## src/rtl/servo_slew_scheduler.sv

```systemverilog
// servo_slew_scheduler
// Sequences the shared duty bus and the per-channel latch strobes of a
// 4-channel servo PWM controller. Each channel keeps a target duty that its
// own requester can write at any time. Once per frame, every channel's current
// duty moves toward its target by at most STEP. Each channel whose duty
// changed gets one latch strobe, and the channels are served one at a time.
//
// Ports:
//   clock      system clock
//   reset      synchronous, active-high reset
//   req        req[i] writes req_duty[8i+7:8i] into channel i's target
//   req_duty   packed target duties, one byte per channel
//   ack        ack[i] pulses one cycle after req[i] is accepted
//   duty       duty value presented to the PWM controller
//   latch      one-hot, single-cycle latch strobe per channel
//   busy       high while a sweep is in progress
//   frame_tick single-cycle pulse in the last cycle of each frame
module servo_slew_scheduler #(
    parameter int unsigned FRAME_CYCLES = 1_000_000,  // must be >= 16
    parameter int unsigned STEP         = 8,          // 0..255, 0 = jump to target
    parameter logic [7:0]  INIT_DUTY    = 8'h80
) (
    input  logic        clock,
    input  logic        reset,
    input  logic [3:0]  req,
    input  logic [31:0] req_duty,
    output logic [3:0]  ack,
    output logic [7:0]  duty,
    output logic [3:0]  latch,
    output logic        busy,
    output logic        frame_tick
);

    localparam int unsigned     CNT_W   = $clog2(FRAME_CYCLES);
    localparam logic [CNT_W-1:0] CNT_MAX = CNT_W'(FRAME_CYCLES - 1);
    localparam logic [8:0]      STEP9   = 9'(STEP);
    localparam logic [7:0]      STEP8   = 8'(STEP);

    typedef enum logic [1:0] {
        S_IDLE,
        S_LOAD,
        S_STROBE
    } state_t;

    state_t            state_q, state_d;
    logic [1:0]        ch_q, ch_d;
    logic [CNT_W-1:0]  cnt_q, cnt_d;
    logic [3:0][7:0]   cur_q, cur_d;
    logic [3:0][7:0]   target_q, target_d;
    logic [7:0]        duty_q, duty_d;
    logic [3:0]        latch_q, latch_d;
    logic [3:0]        ack_q, ack_d;
    logic              busy_q, busy_d;
    logic              force_q, force_d;
    logic [7:0]        next_duty;

    // The difference is formed in 9 bits so the step never wraps past
    // 0x00 or 0xFF. Because the step is applied only when the remaining
    // distance is larger than STEP, the 8-bit add or subtract stays in range.
    function automatic logic [7:0] slew_step(input logic [7:0] cur, input logic [7:0] tgt);
        logic [8:0] diff;
        if (tgt >= cur) diff = {1'b0, tgt} - {1'b0, cur};
        else            diff = {1'b0, cur} - {1'b0, tgt};
        if (STEP == 0 || diff <= STEP9) return tgt;
        else if (tgt > cur)             return cur + STEP8;
        else                            return cur - STEP8;
    endfunction

    assign frame_tick = (cnt_q == CNT_MAX);
    assign next_duty  = slew_step(cur_q[ch_q], target_q[ch_q]);

    always_comb begin
        // NOTE: every signal gets a default first, so no branch leaves a
        // value unassigned and no latch is inferred.
        state_d  = state_q;
        ch_d     = ch_q;
        cur_d    = cur_q;
        duty_d   = duty_q;
        latch_d  = 4'b0000;
        force_d  = force_q;
        target_d = target_q;
        cnt_d    = (cnt_q == CNT_MAX) ? '0 : cnt_q + 1'b1;
        ack_d    = req;

        for (int i = 0; i < 4; i++) begin
            if (req[i]) target_d[i] = req_duty[8*i +: 8];
        end

        case (state_q)
            S_IDLE: begin
                if (frame_tick) begin
                    state_d = S_LOAD;
                    ch_d    = 2'd0;
                end
            end
            S_LOAD: begin
                if (next_duty != cur_q[ch_q] || force_q) begin
                    cur_d[ch_q] = next_duty;
                    duty_d      = next_duty;
                    latch_d     = 4'b0001 << ch_q;  // registered, so it is seen in STROBE
                    state_d     = S_STROBE;
                end else if (ch_q == 2'd3) begin
                    state_d = S_IDLE;
                end else begin
                    ch_d = ch_q + 2'd1;
                end
            end
            S_STROBE: begin
                if (ch_q == 2'd3) begin
                    state_d = S_IDLE;
                end else begin
                    state_d = S_LOAD;
                    ch_d    = ch_q + 2'd1;
                end
            end
            default: state_d = S_IDLE;
        endcase

        // The forced re-latch after reset covers exactly one full sweep.
        if (state_q != S_IDLE && state_d == S_IDLE) force_d = 1'b0;
        busy_d = (state_d != S_IDLE);
    end

    always_ff @(posedge clock) begin
        if (reset) begin
            state_q  <= S_IDLE;
            ch_q     <= 2'd0;
            cnt_q    <= '0;
            // NOTE: the per-channel duty registers are reset on purpose. With
            // only eight bytes of state, a known INIT_DUTY start is worth the
            // reset fan-out.
            cur_q    <= {4{INIT_DUTY}};
            target_q <= {4{INIT_DUTY}};
            duty_q   <= 8'h00;
            latch_q  <= 4'b0000;
            ack_q    <= 4'b0000;
            busy_q   <= 1'b0;
            force_q  <= 1'b1;
        end else begin
            // NOTE: all state is updated with non-blocking assignments, so
            // every register samples values from before this edge.
            state_q  <= state_d;
            ch_q     <= ch_d;
            cnt_q    <= cnt_d;
            cur_q    <= cur_d;
            target_q <= target_d;
            duty_q   <= duty_d;
            latch_q  <= latch_d;
            ack_q    <= ack_d;
            busy_q   <= busy_d;
            force_q  <= force_d;
        end
    end

    assign ack   = ack_q;
    assign duty  = duty_q;
    assign latch = latch_q;
    assign busy  = busy_q;

endmodule

```

## config.mk

```make
export PLATFORM = sky130hd
export DESIGN_NAME = servo_slew_scheduler
export DESIGN_NICKNAME = d
export VERILOG_FILES = /design/src/rtl/servo_slew_scheduler.sv
export SDC_FILE = /design/constraint.sdc
export NUM_CORES = 1
export LEC_CHECK = 0
export BUFFER_PORTS_ARGS = -buffer_cell sky130_fd_sc_hd__buf_4
export CAP_MARGIN = 20
export CELL_PAD_IN_SITES_DETAIL_PLACEMENT = 1
export CELL_PAD_IN_SITES_GLOBAL_PLACEMENT = 1
export CORE_MARGIN = 2
export CORE_UTILIZATION = 43
export CTS_BUF_LIST = sky130_fd_sc_hd__clkbuf_4
export DETAILED_ROUTE_END_ITERATION = 12
export GPL_TIMING_DRIVEN = 0
export PLACE_DENSITY_LB_ADDON = 0.1
export SLEW_MARGIN = 10
export SYNTH_ARGS = -nofsm -noshare
export SYNTH_HDL_FRONTEND = slang
export SYNTH_SLANG_ARGS = --single-unit
export TNS_END_PERCENT = 100
```

## constraint.sdc

```tcl
create_clock -name clock -period 3.6 [get_ports clock]
set_input_delay 0.72 -clock clock [delete_from_list [all_inputs] [get_ports clock]]
set_output_delay 0.72 -clock clock [all_outputs]
set_load 0.02 [all_outputs]
```

# Word level (Yosys, flattened, before mapping)
# Index checks and enable logic that the tools add are counted.
[op_classes] n_addsub=6 magnitude_cmp=5 shift=1 n_eq_ne=7 bitwise_logic=2 reduce_logical=12 mux=19
[op_table] op="$mux 8" count=5
[op_table] op="$bmux 8 s2" count=2
[op_table] op="$bwmux 32" count=1
[op_table] op="$add 20x1->20 const B" count=1
[op_table] op="$eq 20x20->1 const B" count=1
[op_table] op="$sub 8x8->9" count=2
[op_table] op="$demux 8 s2" count=1
[op_table] op="$mux 2" count=6
[op_table] op="$pmux 2 s3" count=2
[op_table] op="$le 9x4->1 const B" count=1
[op_table] op="$mux 9" count=1
[op_table] op="$add 8x4->8 const B" count=1
[op_table] op="$ge 8x8->1" count=1
[op_table] op="$gt 8x8->1" count=1
[op_table] op="$ne 8x8->1" count=1
[op_table] op="$sub 8x4->8 const B" count=1
[op_table] op="$eq 2x2->1 const B" count=2
[op_table] op="$logic_not 2->1" count=2
[op_table] op="$ne 2x2->1 const B" count=2
[op_table] op="$reduce_bool 2->1" count=2
[op_table] op="$shl 1x2->4 const A" count=1
[op_table] op="$lt 2x3->1 const B" count=1
[op_table] op="$reduce_and 3->1" count=1
[op_table] op="$reduce_bool 3->1" count=1
[op_table] op="10 further kinds" count=12
[word_totals] inputBits=38 regBits=106 word_cells=68 output_inout_bits=18

# Depth between registers and ports, before layout
# Gate-level depths: netlist of run 1.
[depth] ltp_word=12 mapped_depth=22 ltp_nobuf=19

# Worst setup path before layout of run 1
# OpenSTA, ideal clock, no wires.
[synth_path] path_kind="register -> register" from="reg ch_q[0]" to="reg cur_q[10] in the netlist's numbering" n_path_buf=4 arrival_time_ns=3.853 required_time_ns=3.477 synth_period_minus_slack_ns=3.976 setup_ns=0.123 path_stages_with_launch=16 path_slack_ns=-0.376 path_cell_list="dfxtp_1 > buf_4 > buf_6 > mux2_1 > o21ai_0 > ha_1 > clkbuf_1 > a21oi_1 > nand3_1 > a21oi_1 > mux2_2 > nor4b_4 > o31a_1 > buf_2 > nand2_2 > mux2_1"
[synth_between] elab_chain_len=9 word_cells_on_any_way=23 classes_between="4 x add/sub; 5 x order compare; 1 x eq/ne; 10 x mux; 3 x reduce/logical"
[synth_lines] element="start, declared" line="46" rtl="logic [1:0] ch_q, ch_d;"
[synth_lines] element="start signal, assigned" line="143" rtl="ch_q <= ch_d;"
[synth_lines] element="$bmux 8 s2 (on tied branches)" line="70, 97"
[synth_lines] element="$mux 8 (on tied branches)" line="70, 97"
[synth_lines] element="$sub 8x8->9 (tied with other cells)" line="63" rtl="else diff = {1'b0, cur} - {1'b0, tgt};"
[synth_lines] element="$mux 9" line="62" rtl="if (tgt >= cur) diff = {1'b0, tgt} - {1'b0, cur};"
[synth_lines] element="$le 9x4->1" line="64" rtl="if (STEP == 0 || diff <= STEP9) return tgt;"
[synth_lines] element="$mux 8" line="64"
[synth_lines] element="$ne 8x8->1" line="97" rtl="if (next_duty != cur_q[ch_q] || force_q) begin"
[synth_lines] element="$logic_or 1x1->1" line="97"
[synth_lines] element="$reduce_and 2->1 (no line)"
[synth_lines] element="end signal, assigned" line="132" rtl="cur_q <= {4{INIT_DUTY}};"
[synth_lines] element="end signal, assigned" line="145" rtl="cur_q <= cur_d;"
[synth_lines] element="end, declared" line="48" rtl="logic [3:0][7:0] cur_q, cur_d;"
# Several ways; a longest one is shown, not always the timed one. The select of a mux whose other input is x is not followed.
# A chain may end at the register's enable or synchronous reset.

# Final worst setup path of run 1
[layout_path] from="reg ch_q[1]" to="reg cur_q[9] in the netlist's numbering"
# Same word-level chain as after synthesis.

==> impl_metrics.env, run 1 <==
export IMPL_power_share_combinational_pct=41.4
export IMPL_cts_made_buffers=9
export IMPL_clock_latency_ns=0.51
export IMPL_antenna_violating_nets_post_route=0
export IMPL_routedWlPerCell_um=22.6
export IMPL_detail_route_wirelength_um=20900
export IMPL_cts_clk_slew_worst_paths_ns=0.17
export IMPL_i_o_buffers=50
export IMPL_synth_cell_area_um2=5710
export IMPL_synth_top_area_share_pct=37.2
export IMPL_final_max_slew_viol_count=0
export IMPL_failed_checks="negative setup slack"
export IMPL_post_cts_hold_buffer_count=0
export IMPL_synth_edf_count=0
export IMPL_synth_xor_area_share_pct=4.30
export IMPL_cap_violations=0
export IMPL_synthToLayoutAreaGrowth_pct=39.5
export IMPL_critical_path_max_fanout=6
export IMPL_multiplexer_area_fraction_after_synthesis_pct=16.8
export IMPL_path_class="register to register"
export IMPL_gr_usage_all_layers_pct=27.0
export IMPL_place_hpwl_um=12100
export IMPL_synthCells=615
export IMPL_core_rowCount=42
export IMPL_slew_limit_headroom_pct=38.9
export IMPL_layout_worst_path_cycle_share_pct=112
export IMPL_dieArea_um2=14200
export IMPL_clkSinkCount=106
export IMPL_switchingPower_mw=1.13
export IMPL_post_synthesis_sequential_area_ratio_pct=37.2
export IMPL_overflow_after_grt=0
export IMPL_dr_total_vias=5236
export IMPL_syn_mean_instance_area_um2=9.28
export IMPL_dp_cells=841
export IMPL_design_power_total_mw=3.07
export IMPL_fmax_mhz=248
export IMPL_gpl_final_weighted_congestion=0.856
export IMPL_grt_first_pass_wirelength_um=29800
export IMPL_synth_top_cell_by_area="sky130_fd_sc_hd__dfxtp_1"
export IMPL_rsz0062_at_grt="true"
export IMPL_synth_area_top_cells="sky130_fd_sc_hd__dfxtp_1 37%, sky130_fd_sc_hd__mux2i_1 8.4%, sky130_fd_sc_hd__ha_1 6.1%"
export IMPL_synth_top_family_by_area="multiplexers"
export IMPL_switching_share_pct=37.0
export IMPL_synth_distinct_cells=59
export IMPL_finalWorstSetupSlack_ns=-0.430
export IMPL_cts_tree="yes"
export IMPL_syn_nets=682
export IMPL_root_buffer="sky130_fd_sc_hd__clkbuf_4"
export IMPL_drt_via_density=5.65
export IMPL_via_count_of_the_first_global_routing_pass=5537
export IMPL_synth_compound_area_share_pct=12.9
export IMPL_pwr_share_seq_pct=40.7
export IMPL_fill_cells=1427
export IMPL_synthFlopType="sky130_fd_sc_hd__dfxtp_1"
export IMPL_antenna_found_initial=2
export IMPL_timing_final_crit_period_ns=4.03
export IMPL_final_hold_violation_count=0
export IMPL_timing_clock_skew_ns=0.0277
export IMPL_cp_data_arrival_time_ns=4.48
export IMPL_die_height_um=119
export IMPL_drt_pass1_iterations=4
export IMPL_synth_adder_area_share_pct=6.49
export IMPL_worst_ep_required_time_ns=4.05
export IMPL_synthArstFlopShare_pct=0
export IMPL_synthSimpleGateAreaFrac_pct=16.6
export IMPL_internal_power_mw=1.93
export IMPL_drt_first_iter_violations=284
export IMPL_drcViolationCount=0
export IMPL_maximum_number_of_pins_on_one_net_before_global_route_repair=17
export IMPL_clock_tree_buffer_depth=2
export IMPL_worst_setup_path_end_kind="register"
export IMPL_layoutNonFillerInstCount=927
export IMPL_yosysWarnings=0
export IMPL_clkPwrFrac_pct=17.9
export IMPL_setup_viol=50
export IMPL_timing_critical_path_from_type="register"
export IMPL_power_ir_vdd_worst_v=0.000308
export IMPL_outcome="finished, violations left"
export IMPL_finalNetCount=812
export IMPL_worstMarginPinSlew_ns=0.916
export IMPL_drive_gt1_share_pct=37.9
export IMPL_layout_core_utilization_pct=60.8
export IMPL_cellLeakagePower_nw=3.27
export IMPL_min_delay_path_class="input port to register"
export IMPL_floorplan_initialDensity_pct=43.6
export IMPL_ff_latch_count_synth=106
export IMPL_cts_max_level=3
export IMPL_power_density_nw_per_um2=385
export IMPL_synth_most_common_cell="sky130_fd_sc_hd__dfxtp_1"
export IMPL_post_place_ws_ns=-0.822
export IMPL_ioPinCount=56
export IMPL_placeableCoreArea_um2=13100
export IMPL_synth_top_cells_by_count="106 x sky130_fd_sc_hd__dfxtp_1, 63 x sky130_fd_sc_hd__nor2_1, 48 x sky130_fd_sc_hd__mux2i_1"
export IMPL_die_w_um=119
worst max-delay path, cell delays in order, from the launching register on:
cell and delay [ns]:
sky130_fd_sc_hd__dfxtp_2 0.38, sky130_fd_sc_hd__buf_8 0.14, sky130_fd_sc_hd__mux4_2 0.62, sky130_fd_sc_hd__ha_4 0.30, sky130_fd_sc_hd__buf_6 0.13, sky130_fd_sc_hd__buf_4 0.13
sky130_fd_sc_hd__nor3b_1 0.21, sky130_fd_sc_hd__o21ai_0 0.18, sky130_fd_sc_hd__a2111o_1 0.45, sky130_fd_sc_hd__a22oi_2 0.25, sky130_fd_sc_hd__a31oi_4 0.09, sky130_fd_sc_hd__or2_1 0.27
sky130_fd_sc_hd__buf_6 0.16, sky130_fd_sc_hd__o31ai_2 0.41, sky130_fd_sc_hd__mux2_4 0.25
registers in the layout, indices dropped and copies added, names as in the netlist:
| register | flops |
|---|---|
| latch | 4 |
| ack | 4 |
| ch_q | 2 |
| busy | 1 |
| duty | 8 |
| force_q | 1 |
| state_q | 2 |
| cnt_q | 20 |
| cur_q | 32 |
| target_q | 32 |
through the flow:
step | hold slack (ns) | cell area (um^2) | TNS (ns)
global placement | 0.429 | 6410 | -28.70
floorplan | 0.418 | 5810 | 0
finish | 0.439 | 7960 | -16.51
global route | 0.439 | 7960 | -22.54
detailed placement | 0.451 | 6410 | -32.36
CTS | 0.409 | 7650 | -5.20
repair_timing:
action	4_1_cts	5_1_grt
pin swaps	45	22
gates cloned	4	0
buffers inserted	49	20
setup endpoints to repair	50	50
gates resized for setup	142	35
cells in the final DEF, fill, tap and decap left out, types with 5 or more instances in the layout:
master,n
sky130_fd_sc_hd__mux2_4,19
sky130_fd_sc_hd__buf_4,105
sky130_fd_sc_hd__a21o_1,6
sky130_fd_sc_hd__inv_1,29
sky130_fd_sc_hd__ha_4,11
sky130_fd_sc_hd__xor2_1,15
sky130_fd_sc_hd__buf_6,15
sky130_fd_sc_hd__clkbuf_4,10
sky130_fd_sc_hd__mux2i_1,44
sky130_fd_sc_hd__nand2_1,34
sky130_fd_sc_hd__buf_12,8
sky130_fd_sc_hd__clkinv_2,5
sky130_fd_sc_hd__o21ai_2,6
sky130_fd_sc_hd__ha_1,14
sky130_fd_sc_hd__a21oi_4,5
sky130_fd_sc_hd__nor2b_1,24
sky130_fd_sc_hd__or3_1,5
sky130_fd_sc_hd__inv_2,6
sky130_fd_sc_hd__xnor2_1,13
sky130_fd_sc_hd__a211oi_2,10
sky130_fd_sc_hd__nor2_1,59
sky130_fd_sc_hd__o211ai_1,7
sky130_fd_sc_hd__nand4_1,5
sky130_fd_sc_hd__nand3_1,9
sky130_fd_sc_hd__mux4_2,11
sky130_fd_sc_hd__nor3_2,6
sky130_fd_sc_hd__dfxtp_1,104
sky130_fd_sc_hd__o21ai_0,17
sky130_fd_sc_hd__nor3_1,7
sky130_fd_sc_hd__a21oi_1,15
sky130_fd_sc_hd__nand2_8,5
sky130_fd_sc_hd__clkbuf_1,14
layout make-up:
class / instances / area, um^2 / area share, %
sequential: 106 / 2120 / 26.7
multi-input combinational: 436 / 4010 / 50.3
buffer: 33 / 318 / 3.99
clock buffer: 9 / 67.6 / 0.849
timing repair buffer: 122 / 1040 / 13.1
tap: 176 / 220 / 2.77
clock inverter: 6 / 33.8 / 0.424
inverter: 37 / 145 / 1.82
antenna: 2 / 5.00 / 0.0629
kinds of logic (layout without fill, tap and decap cells):
group / Yosys count / count (layout)
adders and majority gates: 29 / 29
other: 0 / 2
DFF: 106 / 106
AOI/OAI and AO/OA: 107 / 107
buffers and inverters: 73 / 207
and+or+nand+nor: 193 / 193
muxes: 79 / 79
xor gates and xnor gates: 28 / 28
layer usage:
metal,track usage [%],wire length (um)
met2,48.8,10900
met3,4.31,745
met1,32.4,8480
met4,9.45,851
met5,0,0
power groups by stage:
stage          Clock [mW]  Combinational, mW  Sequential (mW)
5_1_grt             0.597               1.33             1.25
4_1_cts             0.560               1.09             1.25
3_3_place_gp            0              0.738             1.27
2_1_floorplan           0              0.537             1.28
6_report            0.549               1.27             1.25
3_5_place_dp            0              0.757             1.27
worst paths after layout:
check,start,to,slack (ns),cells after the start
worst min register to register,cnt_q[0],cnt_q[0],0.47,1
worst max register to register,ch_q[1],cur_q[9],-0.43,14
worst max-delay path,ch_q[1],cur_q[9],-0.43,14
worst min-delay path,req_duty[31],target_q[31],0.44,3
Note: power is estimated with default switching activity, not from simulation.
==> run 2: changes to the inputs <==
--- a/config.mk
+++ b/config.mk
@@ -15,6 +15,8 @@
 export DETAILED_ROUTE_END_ITERATION = 12
 export GPL_TIMING_DRIVEN = 0
 export PLACE_DENSITY_LB_ADDON = 0.1
+export RECOVER_POWER = 25
+export SKIP_CTS_REPAIR_TIMING = 1
 export SLEW_MARGIN = 10
 export SYNTH_ARGS = -nofsm -noshare
 export SYNTH_HDL_FRONTEND = slang
==> run 2 against run 1 <==
Net effect: the run still ends with negative setup slack left; critical path depth up 4; clock skew fell by 0.0054 ns; worst setup slack better by 0.043 ns; sequential share of layout area grew 1.2 points; critical endpoint is now cur_q[1]; critical path type unchanged; sequential cell count unchanged; highest routed layer unchanged.
==> impl_metrics.env, run 2 (same netlist as run 1, synthesis figures left out) <==
export IMPL_core_rowCount=42
export IMPL_dieArea_um2=14200
export IMPL_cp_data_arrival_time_ns=4.44
export IMPL_critical_path_max_fanout=9
export IMPL_clkSinkCount=106
export IMPL_antenna_violating_nets_post_route=0
export IMPL_worst_setup_path_end_kind="register"
export IMPL_clock_tree_buffer_depth=2
export IMPL_worstMarginPinSlew_ns=0.855
export IMPL_critical_path_max_stage_delay_ns=0.51
export IMPL_detail_route_wirelength_um=18900
export IMPL_cts_tree="yes"
export IMPL_power_ir_vdd_worst_v=0.000308
export IMPL_grt_first_pass_wirelength_um=25500
export IMPL_rsz0062_at_grt="true"
export IMPL_overflow_after_grt=0
export IMPL_critPathMostFrequentCell="sky130_fd_sc_hd__buf_12"
export IMPL_finalNetCount=793
export IMPL_placeableCoreArea_um2=13100
export IMPL_outcome="finished, violations left"
export IMPL_drive_gt1_share_pct=33.6
export IMPL_fmax_mhz=251
export IMPL_dp_cells=841
export IMPL_timing_clock_skew_ns=0.0223
export IMPL_layoutNonFillerInstCount=908
export IMPL_critPathSlowestCell="sky130_fd_sc_hd__or4_1"
export IMPL_crit_chain="buf_12 > buf_12 > mux2i_4 > nand2_1 > o21ai_4 > inv_2 > ha_4 > buf_8 > nand3b_1 > buf_4 > a211oi_2 > or4_1 > a22oi_2 > a31oi_4 > or2_1 > buf_6 > o31ai_2 > mux2_4"
export IMPL_i_o_buffers=50
export IMPL_failed_checks="negative setup slack"
export IMPL_layout_core_utilization_pct=58.4
export IMPL_maximum_number_of_pins_on_one_net_before_global_route_repair=17
export IMPL_via_count_of_the_first_global_routing_pass=4933
export IMPL_cts_made_buffers=9
export IMPL_final_max_slew_viol_count=0
export IMPL_cap_violations=0
export IMPL_die_height_um=119
export IMPL_routedWlPerCell_um=20.9
export IMPL_cellLeakagePower_nw=3.09
export IMPL_min_delay_path_class="input port to register"
export IMPL_power_density_nw_per_um2=377
export IMPL_die_w_um=119
export IMPL_floorplan_initialDensity_pct=43.6
export IMPL_ioPinCount=56
export IMPL_drt_via_density=5.56
export IMPL_layout_worst_path_cycle_share_pct=111
export IMPL_biggest_regs="cur_q x32, target_q x32, cnt_q x20"
export IMPL_place_hpwl_um=12100
export IMPL_drcViolationCount=0
export IMPL_slew_limit_headroom_pct=43.0
export IMPL_worst_ep_required_time_ns=4.06
export IMPL_gpl_final_weighted_congestion=0.856
export IMPL_root_buffer="sky130_fd_sc_hd__clkbuf_4"
export IMPL_drt_first_iter_violations=233
export IMPL_path_class="register to register"
export IMPL_finalWorstSetupSlack_ns=-0.388
export IMPL_antenna_found_initial=2
export IMPL_timing_critical_path_from_type="register"
export IMPL_layout_common_cells="104 x sky130_fd_sc_hd__dfxtp_1, 86 x sky130_fd_sc_hd__buf_4, 57 x sky130_fd_sc_hd__nor2_1"
export IMPL_timing_final_crit_period_ns=3.99
export IMPL_setup_viol=50
export IMPL_dr_total_vias=5049
export IMPL_design_power_total_mw=2.88
export IMPL_cts_clk_slew_worst_paths_ns=0.17
export IMPL_gr_usage_all_layers_pct=23.1
export IMPL_layout_commonest_cell="sky130_fd_sc_hd__dfxtp_1"
export IMPL_cts_max_level=3
export IMPL_clock_latency_ns=0.51
export IMPL_final_hold_violation_count=0
export IMPL_synthToLayoutAreaGrowth_pct=33.8
export IMPL_drt_pass1_iterations=4
[run 2: cell types whose count changed in the layout (fill, tap and decap cells not counted), moves of 4 or more]
| cell | before | now |
|---|---|---|
| sky130_fd_sc_hd__mux2_1 | 1 | 5 |
| sky130_fd_sc_hd__ha_1 | 14 | 19 |
| sky130_fd_sc_hd__buf_6 | 15 | 8 |
| sky130_fd_sc_hd__ha_4 | 11 | 7 |
| sky130_fd_sc_hd__buf_4 | 105 | 86 |
| sky130_fd_sc_hd__clkbuf_1 | 14 | 25 |
| sky130_fd_sc_hd__mux2_4 | 19 | 15 |
[run 2: worst max-delay path: cells and delay by family (launching register included)]
| kind | cells | cell delay [ns] |
|---|---|---|
| AO/OA/AOI/OAI | 5 | 0.87 |
| adder cells (fa/ha/maj) | 1 | 0.22 |
| buffers and inverters | 6 | 0.81 |
| flip-flops | 1 | 0.40 |
| multiplexers | 2 | 0.54 |
| AND/OR/NAND/NOR | 4 | 1.08 |
[run 2: final timing paths]
| check | cells past startpoint | end | start | slack, ns |
|---|---|---|---|---|
| setup / recovery | 18 | cur_q[1] | ch_q[0] | -0.39 |
| setup reg to reg | 18 | cur_q[1] | ch_q[0] | -0.39 |
| hold / removal | 3 | target_q[15] | req_duty[15] | 0.43 |
| hold reg to reg | 1 | cnt_q[0] | cnt_q[0] | 0.47 |
[run 2: area by class of cell]
cell class / instances / area (um^2)
clock buffers: 9 / 67.6
plain buffers: 36 / 327
well taps: 176 / 220
flip-flops and latches: 106 / 2130
clock inverters: 6 / 33.8
fillers: 1442 / 5450
diodes: 2 / 5.00
multi-input cells: 436 / 3950
repair buffers: 100 / 769
inverters: 37 / 143
[run 2: report_power, final]
| part | switching (mW) | total [mW] | internal (mW) |
|---|---|---|---|
| combinational | 0.623 | 1.09 | 0.465 |
| sequential | 0.0294 | 1.25 | 1.22 |
| clock | 0.410 | 0.545 | 0.135 |
[run 2: per-stage QoR]
| step | setup TNS [ns] | area (um^2) | setup slack (ns) | hold slack, ns |
|---|---|---|---|---|
| 2_1_floorplan | 0 | 5810 | 0.0166 | 0.418 |
| 3_3_place_gp | -28.70 | 6410 | -0.727 | 0.429 |
| 3_5_place_dp | -32.36 | 6410 | -0.822 | 0.451 |
| 4_1_cts | -33.53 | 6510 | -0.855 | 0.409 |
| 5_1_grt | -21.17 | 7640 | -0.498 | 0.421 |
| 6_report | -15.15 | 7640 | -0.388 | 0.425 |
[run 2: routing by layer]
metal	wire length (um)	vias up	track usage [%]
met2	9890	99	40.3
met4	486	0	8.11
met3	562	37	3.88
li1	-	2371	-
met5	0	-	0
met1	8000	2542	28.7
==> run 3: changes to the inputs <==
--- a/config.mk
+++ b/config.mk
@@ -5,18 +5,20 @@
 export SDC_FILE = /design/constraint.sdc
 export NUM_CORES = 1
 export LEC_CHECK = 0
+export ABC_AREA = 1
 export BUFFER_PORTS_ARGS = -buffer_cell sky130_fd_sc_hd__buf_4
 export CAP_MARGIN = 20
 export CELL_PAD_IN_SITES_DETAIL_PLACEMENT = 1
 export CELL_PAD_IN_SITES_GLOBAL_PLACEMENT = 1
 export CORE_MARGIN = 2
-export CORE_UTILIZATION = 43
+export CORE_UTILIZATION = 40
 export CTS_BUF_LIST = sky130_fd_sc_hd__clkbuf_4
 export DETAILED_ROUTE_END_ITERATION = 12
 export GPL_TIMING_DRIVEN = 0
 export PLACE_DENSITY_LB_ADDON = 0.1
 export RECOVER_POWER = 25
 export SKIP_CTS_REPAIR_TIMING = 1
+export SKIP_LAST_GASP = 1
 export SLEW_MARGIN = 10
 export SYNTH_ARGS = -nofsm -noshare
 export SYNTH_HDL_FRONTEND = slang
==> run 3 against run 2 <==
Net effect: the flow still finishes with violations (negative setup slack); via count is 22% higher; synthesized cell count is 36% higher; count of clock-buffer cells in the layout unchanged; highest routed layer unchanged; largest power group is now combinational logic.
==> impl_metrics.env, run 3 <==
export IMPL_synth_area_top_cells="sky130_fd_sc_hd__dfxtp_1 36%, sky130_fd_sc_hd__nand2_1 10%, sky130_fd_sc_hd__nor2_1 9.6%"
export IMPL_synth_compound_area_share_pct=14.0
export IMPL_layout_common_cells="142 x sky130_fd_sc_hd__nand2_1, 142 x sky130_fd_sc_hd__nor2_1, 104 x sky130_fd_sc_hd__dfxtp_1"
export IMPL_final_design_area_no_fill_um2=8010
export IMPL_yosysWarnings=0
export IMPL_drive_gt1_share_pct=30.4
export IMPL_cp_data_arrival_time_ns=4.85
export IMPL_multiplexer_area_fraction_after_synthesis_pct=0
export IMPL_worstMarginPinSlew_ns=0.892
export IMPL_gpl_final_weighted_congestion=0.865
export IMPL_synth_top_area_share_pct=36.2
export IMPL_slew_limit_headroom_pct=39.9
export IMPL_ff_latch_count_synth=106
export IMPL_drcViolationCount=0
export IMPL_cts_tree="yes"
export IMPL_detail_route_wirelength_um=21300
export IMPL_clock_tree_buffer_depth=2
export IMPL_hold_wc_startpoint="req_duty[23]"
export IMPL_drt_first_iter_violations=305
export IMPL_synth_top_cells_by_count="164 x sky130_fd_sc_hd__nand2_1, 150 x sky130_fd_sc_hd__nor2_1, 106 x sky130_fd_sc_hd__dfxtp_1"
export IMPL_post_synthesis_sequential_area_ratio_pct=36.2
export IMPL_min_delay_path_class="input port to register"
export IMPL_total_buffers_and_inverters_traversed_by_the_critical_path=7
export IMPL_failed_checks="negative setup slack"
export IMPL_rr_startpoint="ch_q[0]"
export IMPL_critical_path_max_stage_delay_ns=0.46
export IMPL_cts_made_buffers=9
export IMPL_finalWorstSetupSlack_ns=-0.853
export IMPL_antenna_violating_nets_post_route=0
export IMPL_cellLeakagePower_nw=3.44
export IMPL_synth_most_common_cell="sky130_fd_sc_hd__nand2_1"
export IMPL_clock_latency_ns=0.51
export IMPL_worstHoldPathCells=3
export IMPL_power_density_nw_per_um2=713
export IMPL_biggest_regs="cur_q x32, target_q x32, cnt_q x20"
export IMPL_power_ir_vdd_worst_v=0.000360
export IMPL_place_hpwl_um=14100
export IMPL_placed_area_um2=6760
export IMPL_layout_core_utilization_pct=55.5
export IMPL_ioPinCount=56
export IMPL_gr_usage_all_layers_pct=23.5
export IMPL_synthSimpleGateAreaFrac_pct=33.3
export IMPL_synth_xor_area_share_pct=1.49
export IMPL_placeableCoreArea_um2=14400
export IMPL_synth_cell_area_um2=5870
export IMPL_i_o_buffers=50
export IMPL_dieArea_um2=15700
export IMPL_drt_via_density=5.40
export IMPL_synthArstFlopShare_pct=0
export IMPL_syn_nets=904
export IMPL_core_rowCount=44
export IMPL_critPathTopFamily="simple AND/OR/NAND/NOR gates"
export IMPL_die_height_um=125
export IMPL_worstReg2RegEnd="cur_q[26]"
export IMPL_final_max_slew_viol_count=0
export IMPL_synth_adder_area_share_pct=6.31
export IMPL_floorplan_initialDensity_pct=40.7
export IMPL_antenna_found_initial=1
export IMPL_timing_final_crit_period_ns=4.45
export IMPL_drt_pass1_iterations=5
export IMPL_min_delay_worst_endpoint="target_q[23]"
export IMPL_timing_critical_path_from_type="register"
export IMPL_critical_path_max_fanout=7
export IMPL_clkSinkCount=106
export IMPL_setup_viol=50
export IMPL_cts_max_level=3
export IMPL_timing_clock_skew_ns=0.0264
export IMPL_synth_edf_count=0
export IMPL_reg2regPathDepth=30
export IMPL_worst_setup_path_end_kind="register"
export IMPL_synth_distinct_cells=48
export IMPL_fmax_mhz=225
export IMPL_root_buffer="sky130_fd_sc_hd__clkbuf_4"
export IMPL_path_class="register to register"
export IMPL_routedWlPerCell_um=18.6
export IMPL_die_w_um=125
export IMPL_synth_top_family_by_area="simple AND/OR/NAND/NOR gates"
export IMPL_timing_reg2reg_setup_slack_ns=-0.85
export IMPL_synthToLayoutAreaGrowth_pct=36.5
export IMPL_maximum_number_of_pins_on_one_net_before_global_route_repair=20
export IMPL_overflow_after_grt=0
export IMPL_finalNetCount=1024
export IMPL_rsz0062_at_grt="true"
export IMPL_layout_worst_path_cycle_share_pct=124
export IMPL_worst_ep_required_time_ns=4.00
export IMPL_outcome="finished, violations left"
export IMPL_critPathSlowestCell="sky130_fd_sc_hd__dfxtp_4"
export IMPL_cap_violations=0
export IMPL_dr_total_vias=6184
export IMPL_cts_clk_slew_worst_paths_ns=0.18
export IMPL_design_power_total_mw=5.71
export IMPL_via_count_of_the_first_global_routing_pass=6009
export IMPL_synthFlopType="sky130_fd_sc_hd__dfxtp_1"
export IMPL_grt_first_pass_wirelength_um=29900
export IMPL_final_hold_violation_count=0
export IMPL_synthCells=837
export IMPL_syn_mean_instance_area_um2=7.01
export IMPL_synth_top_cell_by_area="sky130_fd_sc_hd__dfxtp_1"
export IMPL_fill_cells=1787
run 3: per-stage QoR:
step	hold slack [ns]	std cells	setup TNS, ns	setup slack, ns
floorplan	0.418	837	-7.74	-0.224
global placement	0.430	1071	-52.87	-1.15
detailed placement	0.444	1071	-58.83	-1.33
CTS	0.390	1086	-59.56	-1.31
global route	0.380	1146	-48.08	-1.05
finish	0.413	1146	-38.38	-0.853
run 3: power breakdown:
group          internal (mW)  switching [mW]  total, mW
Sequential              1.23          0.0472       1.28
Combinational           1.50            2.34       3.83
Clock                  0.156           0.441      0.597
Total                   2.89            2.83       5.71
run 3: tightest hold or removal path: stages:
cell and delay (ns):
sky130_fd_sc_hd__buf_4 0.07, sky130_fd_sc_hd__nand2_1 0.04, sky130_fd_sc_hd__nand3_1 0.07
run 3: area by class of cell:
| type | instances | area [um^2] | area share [%] |
|---|---|---|---|
| multi-input cells | 609 | 3930 | 49.1 |
| flip-flops and latches | 106 | 2130 | 26.6 |
| repair buffers | 109 | 922 | 11.5 |
| inverters | 91 | 372 | 4.64 |
| plain buffers | 31 | 298 | 3.72 |
| well taps | 184 | 230 | 2.87 |
| clock buffers | 9 | 67.6 | 0.843 |
| clock inverters | 6 | 57.6 | 0.719 |
| diodes | 1 | 2.50 | 0.0312 |
run 3: how the worst max path moves through the flow:
stage / startpoint / endpoint / slack (ns) / depth (start not counted)
after floorplan: ch_q[0] / duty[1] / -0.22 / 33
after global placement: ch_q[1] / cur_q[14] / -1.15 / 29
after detailed placement: ch_q[1] / cur_q[9] / -1.33 / 29
after CTS: ch_q[1] / cur_q[13] / -1.31 / 29
after global routing: ch_q[0] / cur_q[8] / -1.05 / 30
final: ch_q[0] / cur_q[26] / -0.85 / 30
run 3: cells by family after synthesis:
kind of cell             after synthesis
buffers and inverters                123
AND/OR/NAND/NOR                      424
AO/OA/AOI/OAI                        145
XOR/XNOR                              10
adder cells (fa/ha/maj)               29
flip-flops                           106
run 3: per-layer routing:
layer / GRT usage [%] / vias to the layer above / wire, um
met1: 30.1 / 3028 / 9220
met3: 4.58 / 46 / 811
li1: - / 2967 / -
met4: 5.75 / 0 / 565
met2: 40.7 / 143 / 10700
met5: 0 / - / 0
